## src/rtl/framebuffer_scheduler.sv

```systemverilog
// Double-buffer controller: VGA reads the front bank while the back bank is cleared, then drawn.
// Banks swap only at a VGA frame boundary after the drawer reports the frame finished.

module fb_bank_port #(
  parameter int ADDR_WIDTH = 18
) (
  input  logic                  is_front,
  input  logic [ADDR_WIDTH-1:0] vga_addr,
  input  logic [ADDR_WIDTH-1:0] back_addr,
  input  logic                  back_we,
  input  logic                  back_wdata,
  output logic [ADDR_WIDTH-1:0] addr,
  output logic                  we,
  output logic                  wdata
);
  // The front bank is read-only; the back bank takes clear/draw traffic.
  assign addr  = is_front ? vga_addr : back_addr;
  assign we    = ~is_front & back_we;
  assign wdata = ~is_front & back_wdata;
endmodule

module framebuffer_scheduler #(
  parameter int ADDR_WIDTH = 18,
  parameter int PIXELS     = 256000
) (
  input  logic                  clk,
  input  logic                  rst,
  input  logic [ADDR_WIDTH-1:0] vga_read_addr,
  output logic                  vga_read_data,
  input  logic                  vga_swap,
  input  logic                  draw_valid,
  output logic                  draw_ready,
  input  logic [ADDR_WIDTH-1:0] draw_addr,
  input  logic                  draw_data,
  input  logic                  draw_done,
  output logic [ADDR_WIDTH-1:0] mem0_addr,
  output logic [ADDR_WIDTH-1:0] mem1_addr,
  output logic                  mem0_we,
  output logic                  mem1_we,
  output logic                  mem0_wdata,
  output logic                  mem1_wdata,
  input  logic                  mem0_rdata,
  input  logic                  mem1_rdata,
  output logic                  front,
  output logic                  clearing
);
  localparam logic [ADDR_WIDTH-1:0] LAST_PIX = ADDR_WIDTH'(PIXELS - 1);
  localparam logic [ADDR_WIDTH:0]   PIX_LIM  = (ADDR_WIDTH + 1)'(PIXELS);

  typedef enum logic [1:0] {CLEAR, DRAW, WAIT_SWAP} state_t;

  state_t                  state, state_next;
  logic                    front_next, front_q;
  logic [ADDR_WIDTH-1:0]   clr_cnt, clr_next;
  logic [ADDR_WIDTH-1:0]   back_addr;
  logic                    back_we, back_wdata, in_range;

  logic [1:0][ADDR_WIDTH-1:0] bank_addr;
  logic [1:0]                 bank_we, bank_wdata, bank_rdata;

  assign in_range = {1'b0, draw_addr} < PIX_LIM;

  always_ff @(posedge clk or posedge rst) begin
    if (rst) begin
      state   <= CLEAR;
      front   <= 1'b0;
      front_q <= 1'b0;
      clr_cnt <= '0;
    end else begin
      state   <= state_next;
      front   <= front_next;
      front_q <= front;
      clr_cnt <= clr_next;
    end
  end

  always_comb begin
    state_next = state;
    front_next = front;
    clr_next   = clr_cnt;
    back_addr  = clr_cnt;
    back_we    = 1'b0;
    back_wdata = 1'b0;
    case (state)
      CLEAR: begin
        back_we = 1'b1;
        if (clr_cnt == LAST_PIX) begin
          clr_next   = '0;
          state_next = DRAW;
        end else begin
          clr_next = clr_cnt + 1'b1;
        end
      end
      DRAW: begin
        // Out-of-range pixels are still handshaken, just never written.
        back_addr  = draw_addr;
        back_wdata = draw_data;
        back_we    = draw_valid & in_range;
        if (draw_done) state_next = WAIT_SWAP;
      end
      WAIT_SWAP: begin
        if (vga_swap) begin
          front_next = ~front;
          clr_next   = '0;
          state_next = CLEAR;
        end
      end
      default: state_next = CLEAR;
    endcase
  end

  assign draw_ready = (state == DRAW);
  assign clearing   = (state == CLEAR);

  for (genvar b = 0; b < 2; b++) begin : g_bank
    localparam logic IDX = 1'(b);
    fb_bank_port #(.ADDR_WIDTH(ADDR_WIDTH)) u_port (
      .is_front  (front == IDX),
      .vga_addr  (vga_read_addr),
      .back_addr (back_addr),
      .back_we   (back_we),
      .back_wdata(back_wdata),
      .addr      (bank_addr[b]),
      .we        (bank_we[b]),
      .wdata     (bank_wdata[b])
    );
  end

  assign mem0_addr  = bank_addr[0];
  assign mem1_addr  = bank_addr[1];
  assign mem0_we    = bank_we[0];
  assign mem1_we    = bank_we[1];
  assign mem0_wdata = bank_wdata[0];
  assign mem1_wdata = bank_wdata[1];
  assign bank_rdata = {mem1_rdata, mem0_rdata};

  // Read data follows the bank that was front when the address was issued.
  assign vga_read_data = bank_rdata[front_q];
endmodule

```

## config.mk

```make
export PLATFORM = sky130hd
export DESIGN_NAME = framebuffer_scheduler
export DESIGN_NICKNAME = d
export VERILOG_FILES = /design/src/rtl/framebuffer_scheduler.sv
export SDC_FILE = /design/constraint.sdc
export NUM_CORES = 1
export LEC_CHECK = 0
export CAP_MARGIN = 20
export CORE_ASPECT_RATIO = 1.25
export CORE_MARGIN = 2
export CORE_UTILIZATION = 43
export CTS_CLUSTER_SIZE = 30
export DETAILED_ROUTE_END_ITERATION = 16
export PLACE_DENSITY = 0.89
export SLEW_MARGIN = 20
export SYNTH_ARGS = -nofsm -noshare
export SYNTH_HDL_FRONTEND = slang
export SYNTH_HIERARCHICAL = 1
export SYNTH_SLANG_ARGS = --single-unit
```

## constraint.sdc

```tcl
create_clock -name clk -period 2.4 [get_ports clk]
set_input_delay 0.6 -clock clk [delete_from_list [all_inputs] [get_ports clk]]
set_output_delay 0.6 -clock clk [all_outputs]
set_load 0.02 [all_outputs]
```

Word-level counts from Yosys, hierarchy flattened
Index checks and enable logic that the tools add are counted.
{"block": "totals", "out_inout_bits": 44, "ff_bits": 22, "wordCells": 38, "in_bits": 44}
{"block": "op_classes", "add_sub_neg": 1, "bitwise_logic": 6, "n_mux": 14, "eq_ne": 6, "magnitude_cmp": 2, "reduce_logical": 5}
{"cell": "18-bit two-way mux", "count": 5}
{"cell": "18-bit case mux with 2 select lines", "count": 1}
{"cell": "18-bit by 1-bit adder with 18-bit output, second input constant", "count": 1}
{"cell": "18-bit == test, second input constant", "count": 1}
{"cell": "18-bit < comparator, second input constant", "count": 1}
{"cell": "2-bit two-way mux", "count": 3}
{"cell": "2-bit case mux with 3 select lines", "count": 1}
{"cell": "1-bit bitwise AND", "count": 5}
{"cell": "2-bit by 1-bit != test with 1-bit output, second input constant", "count": 2}
{"cell": "2-bit AND reduction", "count": 2}
{"cell": "1-bit two-way mux", "count": 3}
{"cell": "3-bit AND reduction", "count": 1}
{"cell": "2-bit by 1-bit == test with 1-bit output, second input constant", "count": 1}
{"cell": "2-bit == test, second input constant", "count": 1}
{"cell": "2-bit logical NOT", "count": 1}
{"cell": "1-bit by 2-bit < comparator with 1-bit output, second input constant", "count": 1}
{"cell": "2-bit != test, second input constant", "count": 1}
{"cell": "1-bit case mux with 2 select lines", "count": 1}
{"cell": "2-bit nonzero test", "count": 1}
{"cell": "1-bit inverter", "count": 1}

Depth between registers and ports, before layout
Gate-level depths: netlist of run 1.
{"block": "depth", "depth_word": 4, "mapped_depth": 7, "mapped_depth_nobuf": 6}

Hierarchy
Netlist of run 1, hierarchy kept.
{"module": "framebuffer_scheduler", "cells_each": 157, "instances": 1, "area_each_um2": 1416.4, "seq_area_each_um2": 550.5}
{"module": "fb_bank_port", "cells_each": 22, "instances": 2, "area_each_um2": 305.3, "seq_area_each_um2": 0.0}

Least setup slack after synthesis of run 1
No wires, ideal clock.
{"block": "synth_path", "path_type": "register to output", "from": "register state[0]", "to": "output mem0_addr[11]", "t_arrival_ns": 1.797, "slack_ns": 0.003, "stages_incl_launch_ff": 5, "required_time_ns": 1.800, "path_buffers": 1, "path_cell_list": "dfrtp_1 > nor2b_1 > clkbuf_1 > mux2_2 > mux2_4"}
{"block": "synth_between", "elab_chain_cells": 3}
{"item": "from (decl)", "line": "52", "text": "state_t state, state_next;"}
{"item": "from (signal assigned)", "line": "70", "text": "state <= state_next;"}
{"item": "2-bit by 1-bit == test with 1-bit output"}
{"item": "named net draw_ready", "line": "32", "text": "output logic draw_ready,"}
{"item": "18-bit two-way mux", "line": "84", "text": "case (state)"}
{"item": "named net back_addr[11]", "line": "55", "text": "logic [ADDR_WIDTH-1:0] back_addr;"}
{"item": "18-bit two-way mux", "line": "17", "text": "assign addr = is_front ? vga_addr : back_addr;"}
{"item": "to (decl)", "line": "36", "text": "output logic [ADDR_WIDTH-1:0] mem0_addr,"}
The timed path passes the listed nets, and every way through them passes these cells.

Worst setup path after layout of run 1
{"block": "layout_path", "from": "register state[1]", "to": "output mem0_addr[7]"}
{"block": "layout_between", "elab_chain_cells": 3}
{"item": "2-bit by 1-bit == test with 1-bit output", "line": "84"}
{"item": "18-bit two-way mux", "line": "84"}
{"item": "named net back_addr[7]", "line": "55"}
{"item": "18-bit two-way mux", "line": "17"}
The timed path passes the listed nets, and every way through them passes these cells.

==> flow_summary.yaml, run 1 <==
grt:
  grt_pass1_vias: 1989
  track_usage: 0.2355
  antenna_found_initial: 0
  grt_max_degree: 23
  grt_overflow: 0
  grt_pass1_wl_um: 9639
pwr:
  switching_power_mw: 0.9818
  sw_frac_of_total: 0.4081
  max-vdd-ir-drop_v: 0.0004437
  p_clk_frac: 0.114
  powerDensity_nw_per_um2: 790.3
  total_power_mw: 2.406
  p_int_mw: 1.424
  power_leakage_nw: 1.409
  seq_power_share: 0.273
  combinationalPowerShare: 0.614
detailed_routing:
  route.met2.wl_um: 3376
  wl_met3_um: 374
  num_vias: 2039
  ant_nets: 0
  finalWirelength_um: 6245
  drt_iter0_markers: 89
  top_layer: "met4"
  drc: 0
  vias_per_cell: 5.696
  first_pass_iters: 5
  wl_per_cell_um: 17.44
  wl_met1_um: 2279
floorplanning:
  floorplan.core_area_um2: 4459
  top_level_ports: 88
  num_rows: 27
  die_area_um2: 5283
  die_h_um: 80.76
  die_w_um: 65.41
  start_util: 0.4545
worst_hold_path:
  hold_path.startpoint: "clr_cnt[4]"
  hp-class: "flop to flop"
clocking:
  cts.sinks: 22
  clk_latency_ps: 270
  cts_tree: "done"
  htreeDepth: 1
  clk_pin_slew_ps: 80
  holdBufCountCts: 0
  clockBufferDepth: 2
  cts-root-buf: "clkbuf_8"
  cts-buffers-inserted: 3
timing:
  rsz0062_at_grt: "true"
  finalSetupViolCount: 26
  timing.hold.ws_ps: 539.0
  fin_crit_sh: 1.034
  relSlewSlack: 0.6679
  fin_crit_ps: 2482
  max_freq_mhz: 403.0
  finalHoldViolations: 0
  tightest_slew_ps: 494.1
  fin_skew_ps: 1.461
  postLayoutSetupSlackWorst_ps: -81.67
  report.final.slew_viol_count: 0
setup_path:
  r2r_start: "clr_cnt[0]"
  cp_slowest_cell: "dfrtp_1"
  path_max_fanout: 5
  worst_setup_path_end_kind: "primary output"
  startpoint: "state[1]"
  worst_path_largest_cell_delay_ps: 420
  arrival_ps: 1880
  worstSetupStartpointType: "flop"
  crit_top_cell: "buf_6"
  path_cells: "nor2b_4 > buf_6 > buf_6 > buf_6 > mux2_4 > mux2_4 > buf_6"
  crit_required_ps: 1800
  critical_path_class: "flop to primary output"
job:
  drv_cap: 0
yosys:
  ys_seq_elements: 22
  synth_nets: 246
  synthesis.area_um2: 2027
  synth.avg_cell_area_um2: 10.08
  ys_seq_area_frac: 0.2716
  yosysUniqueCellTypes: 39
  post-synth-top-area-fraction: 0.2716
  syn-instance-count: 201
  synth_top_cell_by_area: "dfrtp_1"
  yosysWarnings: 6
  synthTopCellsByArea: "dfrtp_1 (27%), mux2_4 (27%), mux2_2 (10%)"
placement:
  numPortBuffers: 87
  pre_cts_slack_ps: -482.8
  placed_cells: 350
  place_congestion: 0.8355
  dp_hpwl_um: 4600
final_layout:
  drive_above_1_share: 0.4200
  antenna_cells: 0
  stdcell_count: 358
  utilization: 0.6827
  area_growth_pct: 50.19
  finalNetCount: 346
run_status:
  status: "complete, but fails checks"
  violations: "negative setup slack"
routing by layer:
| layer | vias to the layer above | GRT usage |
|---|---|---|
| li1 | 935 | - |
| met1 | 996 | 0.2585 |
| met2 | 89 | 0.4398 |
| met3 | 19 | 0.03601 |
| met4 | 0 | 0.1104 |
| met5 | - | 0 |
state kept, by name, indices dropped and copies added, names as in the netlist:
register,cells
front,1
clr_cnt,18
front_q,1
state,2
area by class of cell:
type / instances / area [um2]
fill: 342 / 1415
timing repair buffer: 106 / 922.1
inverter: 5 / 18.77
clock buffer: 4 / 55.05
tap: 58 / 72.57
multi-input combinational: 163 / 1425
sequential: 22 / 550.5
repair_timing:
item,CTS,global route
buffers inserted,3,1
endpoints found under the hold margin,0,0
setup endpoints to repair,41,40
cloned,1,0
pin swaps,1,3
resized for setup,177,32
cells by family (layout without fill, tap and decap cells):
family	count (synthesis)	count (layout)	synth area share
AO/OA/AOI/OAI	33	33	0.1031
XOR/XNOR	2	2	0.008644
adder cells (fa/ha/maj)	1	1	0.006172
buffers and inverters	16	115	0.04568
flip-flops	22	22	0.2716
multiplexers	55	55	0.3716
AND/OR/NAND/NOR	72	72	0.1932
stage by stage:
stage	setup TNS, ps	cell area (um2)
global route	-2607	3044
finish	-958.3	3044
CTS	-790.6	2990
floorplan	0	2027
detailed placement	-11760	3024
global placement	-10930	3024
cells in the mapped netlist:
cell type	count
nand3_1	10
or4_1	1
xnor2_1	1
nand3_2	1
and2_1	3
dfrtp_1	22
xor2_1	1
and3_1	1
nand2b_1	4
nor4_2	1
o31ai_1	2
a21oi_1	6
o21a_1	2
inv_1	5
nor3_2	1
buf_6	4
o311ai_0	5
or3_1	3
nor2_1	4
and4_1	1
mux2i_1	1
a22o_1	1
clkbuf_1	5
ha_1	1
nor3_1	1
mux2_4	36
nand2_1	25
mux2_2	18
or3_4	1
nand4bb_1	1
buf_2	2
o21ai_0	14
o41ai_1	1
nand4_1	5
nor4_1	2
o211ai_1	1
or2_2	1
a221o_1	1
nor2b_1	6
final timing paths:
path	end	slack [ps]	cells after the start
worst min register to register	clr_cnt[4]	540	1
worst max register to register	clr_cnt[10]	240	6
worst max-delay path	mem0_addr[7]	-80	7
min in group asynchronous	front	670	3
worst min-delay path	clr_cnt[4]	540	1
max in group asynchronous	state[0]	1490	3
critical path, delay by kind of cell, from the launching register on:
| family | cells | cell delay [ps] |
|---|---|---|
| muxes | 2 | 590 |
| and+or+nand+nor | 1 | 140 |
| buffers and inverters | 4 | 470 |
| DFF | 1 | 420 |
layout by cell type, fill, tap and decap left out, types with 10 or more instances in the layout:
cell,n
mux2_4,42
clkdlybuf4s50_1,41
nand2_1,25
buf_4,23
dfrtp_1,22
buf_2,20
buf_6,14
o21ai_0,12
mux2_2,12
nand3_1,10
power by group through the flow:
stage / Clock [mW] / Combinational [mW] / Sequential, mW
after global routing: 0.291 / 1.56 / 0.682
final: 0.273 / 1.48 / 0.656
after CTS: 0.273 / 1.42 / 0.654
after floorplan: 0 / 0.998 / 0.609
after global placement: 0 / 1.48 / 0.652
after detailed placement: 0 / 1.52 / 0.657
Power figures use the tool's default switching activity.
==> run 2: changes to the inputs <==
--- a/config.mk
+++ b/config.mk
@@ -8,10 +8,11 @@
 export CAP_MARGIN = 20
 export CORE_ASPECT_RATIO = 1.25
 export CORE_MARGIN = 2
-export CORE_UTILIZATION = 43
+export CORE_UTILIZATION = 33
 export CTS_CLUSTER_SIZE = 30
 export DETAILED_ROUTE_END_ITERATION = 16
-export PLACE_DENSITY = 0.89
+export HOLD_SLACK_MARGIN = 0.1
+export PLACE_DENSITY = 0.73
 export SLEW_MARGIN = 20
 export SYNTH_ARGS = -nofsm -noshare
 export SYNTH_HDL_FRONTEND = slang
==> flow_summary.yaml, run 2 (synthesized netlist as in run 1, its figures left out) <==
run_status:
  status: "complete, but fails checks"
  violations: "negative setup slack"
timing:
  tightest_slew_ps: 471.3
  fin_skew_ps: 4.945
  relSlewSlack: 0.6832
  timing.hold.ws_ps: 543.8
  report.final.slew_viol_count: 0
  rsz0062_at_grt: "true"
  fin_crit_sh: 1.009
  max_freq_mhz: 413.1
  fin_crit_ps: 2421
  postLayoutSetupSlackWorst_ps: -20.80
  finalSetupViolCount: 4
  finalHoldViolations: 0
clocking:
  cts_tree: "done"
  clk_pin_slew_ps: 80
  clockBufferDepth: 2
  cts.sinks: 22
  cts-buffers-inserted: 3
  htreeDepth: 1
  cts-root-buf: "clkbuf_8"
  clk_latency_ps: 260
  holdBufCountCts: 0
floorplanning:
  num_rows: 31
  start_util: 0.3461
  top_level_ports: 88
  floorplan.core_area_um2: 5857
  die_area_um2: 6789
  die_w_um: 74.10
  die_h_um: 91.63
pwr:
  powerDensity_nw_per_um2: 770.3
  switching_power_mw: 0.9835
  power_leakage_nw: 1.494
  p_int_mw: 1.561
  p_clk_frac: 0.090
  seq_power_share: 0.250
  combinationalPowerShare: 0.659
  max-vdd-ir-drop_v: 0.0003682
  sw_frac_of_total: 0.3865
grt:
  grt_max_degree: 23
  grt_overflow: 0
  antenna_found_initial: 0
  grt_pass1_vias: 1825
  track_usage: 0.1576
  grt_pass1_wl_um: 8666
detailed_routing:
  ant_nets: 0
  drc: 0
  first_pass_iters: 4
  wl_per_cell_um: 14.79
  finalWirelength_um: 5681
  drt_iter0_markers: 73
  num_vias: 1943
  vias_per_cell: 5.060
final_layout:
  layout_commonest_cell: "mux2_4"
  stdcell_count: 384
  largest_register_ff_count: 18
  drive_above_1_share: 0.4172
  multi_input_area_um2: 1466
  utilization: 0.5640
  antenna_cells: 0
  finalNetCount: 349
  final_cell_mix: "mux2_4 (53), clkdlybuf4s50_1 (41), buf_6 (36)"
  seqCellArea_um2: 550.5
  reg_top3: "clr_cnt x18, state x2"
  largest_register: "clr_cnt"
  area_growth_pct: 62.96
  nFillCells: 501
setup_path:
  cp_slowest_cell: "dfrtp_1"
  worstSetupStartpointType: "flop"
  crit_buf_inv: 3
  rrSetupSlack_ps: 270
  crit_family: "multiplexers"
  critical_path_class: "flop to primary output"
  path_cells: "nor2b_4 > buf_6 > clkbuf_16 > mux2_4 > mux2_4 > buf_6"
  worst_setup_path_end_kind: "primary output"
  arrival_ps: 1820
  worst_path_largest_cell_delay_ps: 410
  path_max_fanout: 6
  crit_required_ps: 1800
placement:
  placed_cells: 376
  dp_hpwl_um: 4260
  numPortBuffers: 87
  place_congestion: 0.8381
  pre_cts_slack_ps: -452.7
worst_hold_path:
  hp-class: "flop to flop"
job:
  drv_cap: 0
run 2: layout make-up:
cell class	instances	share of cell area
Clock buffer	3	0.01250
Sequential cell	22	0.1667
Multi-Input combinational cell	163	0.4439
Tap cell	82	0.03106
Timing Repair Buffer	109	0.3402
Inverter	5	0.005682
run 2: final timing paths:
| kind | startpoint | end | cells after the start |
|---|---|---|---|
| worst max-delay path | state[1] | mem1_addr[15] | 6 |
| worst min-delay path | clr_cnt[4] | clr_cnt[4] | 1 |
| worst max register to register | clr_cnt[1] | clr_cnt[10] | 6 |
| worst min register to register | clr_cnt[4] | clr_cnt[4] | 1 |
| max in group asynchronous | rst | clr_cnt[10] | 3 |
| min in group asynchronous | rst | clr_cnt[5] | 3 |
run 2: power groups by stage:
stage | Sequential [mW] | Combinational (mW) | Clock [mW]
after floorplan | 0.609 | 0.998 | 0
after detailed placement | 0.641 | 1.58 | 0
final | 0.636 | 1.68 | 0.230
after global routing | 0.658 | 1.79 | 0.245
after global placement | 0.636 | 1.56 | 0
after CTS | 0.632 | 1.47 | 0.233
run 2: metal layers:
| metal | GRT usage | part of all wire | routed length, um | vias up |
|---|---|---|---|---|
| li1 | - | - | - | 946 |
| met1 | 0.1909 | 0.40 | 2246 | 914 |
| met2 | 0.2984 | 0.53 | 3006 | 79 |
| met3 | 0.01758 | 0.061 | 345 | 4 |
| met4 | 0.01818 | 0.014 | 82 | 0 |
| met5 | 0 | 0 | 0 | - |
run 2: timing repair:
action | CTS | global route
pin swaps | 1 | 2
endpoints found under the setup margin | 42 | 34
gates cloned | 1 | 1
buffers inserted | 2 | 2
gates resized for setup | 174 | 83
run 2: per-stage QoR:
step	power (mW)	setup TNS, ps	area [um2]
6_report	2.545	-46.54	3303
5_1_grt	2.693	-1158	3303
4_1_cts	2.335	-1095	3039
3_5_place_dp	2.218	-11390	3082
3_3_place_gp	2.191	-10900	3082
2_1_floorplan	1.607	0	2027
==> run 3: changes to the inputs <==
--- a/config.mk
+++ b/config.mk
@@ -9,6 +9,7 @@
 export CORE_ASPECT_RATIO = 1.25
 export CORE_MARGIN = 2
 export CORE_UTILIZATION = 33
+export CTS_BUF_LIST = sky130_fd_sc_hd__clkbuf_4 sky130_fd_sc_hd__clkbuf_8 sky130_fd_sc_hd__clkbuf_16
 export CTS_CLUSTER_SIZE = 30
 export DETAILED_ROUTE_END_ITERATION = 16
 export HOLD_SLACK_MARGIN = 0.1
==> results of run 3 <==
Same layout as run 2: the final DEF is identical, and so are final timing and power.
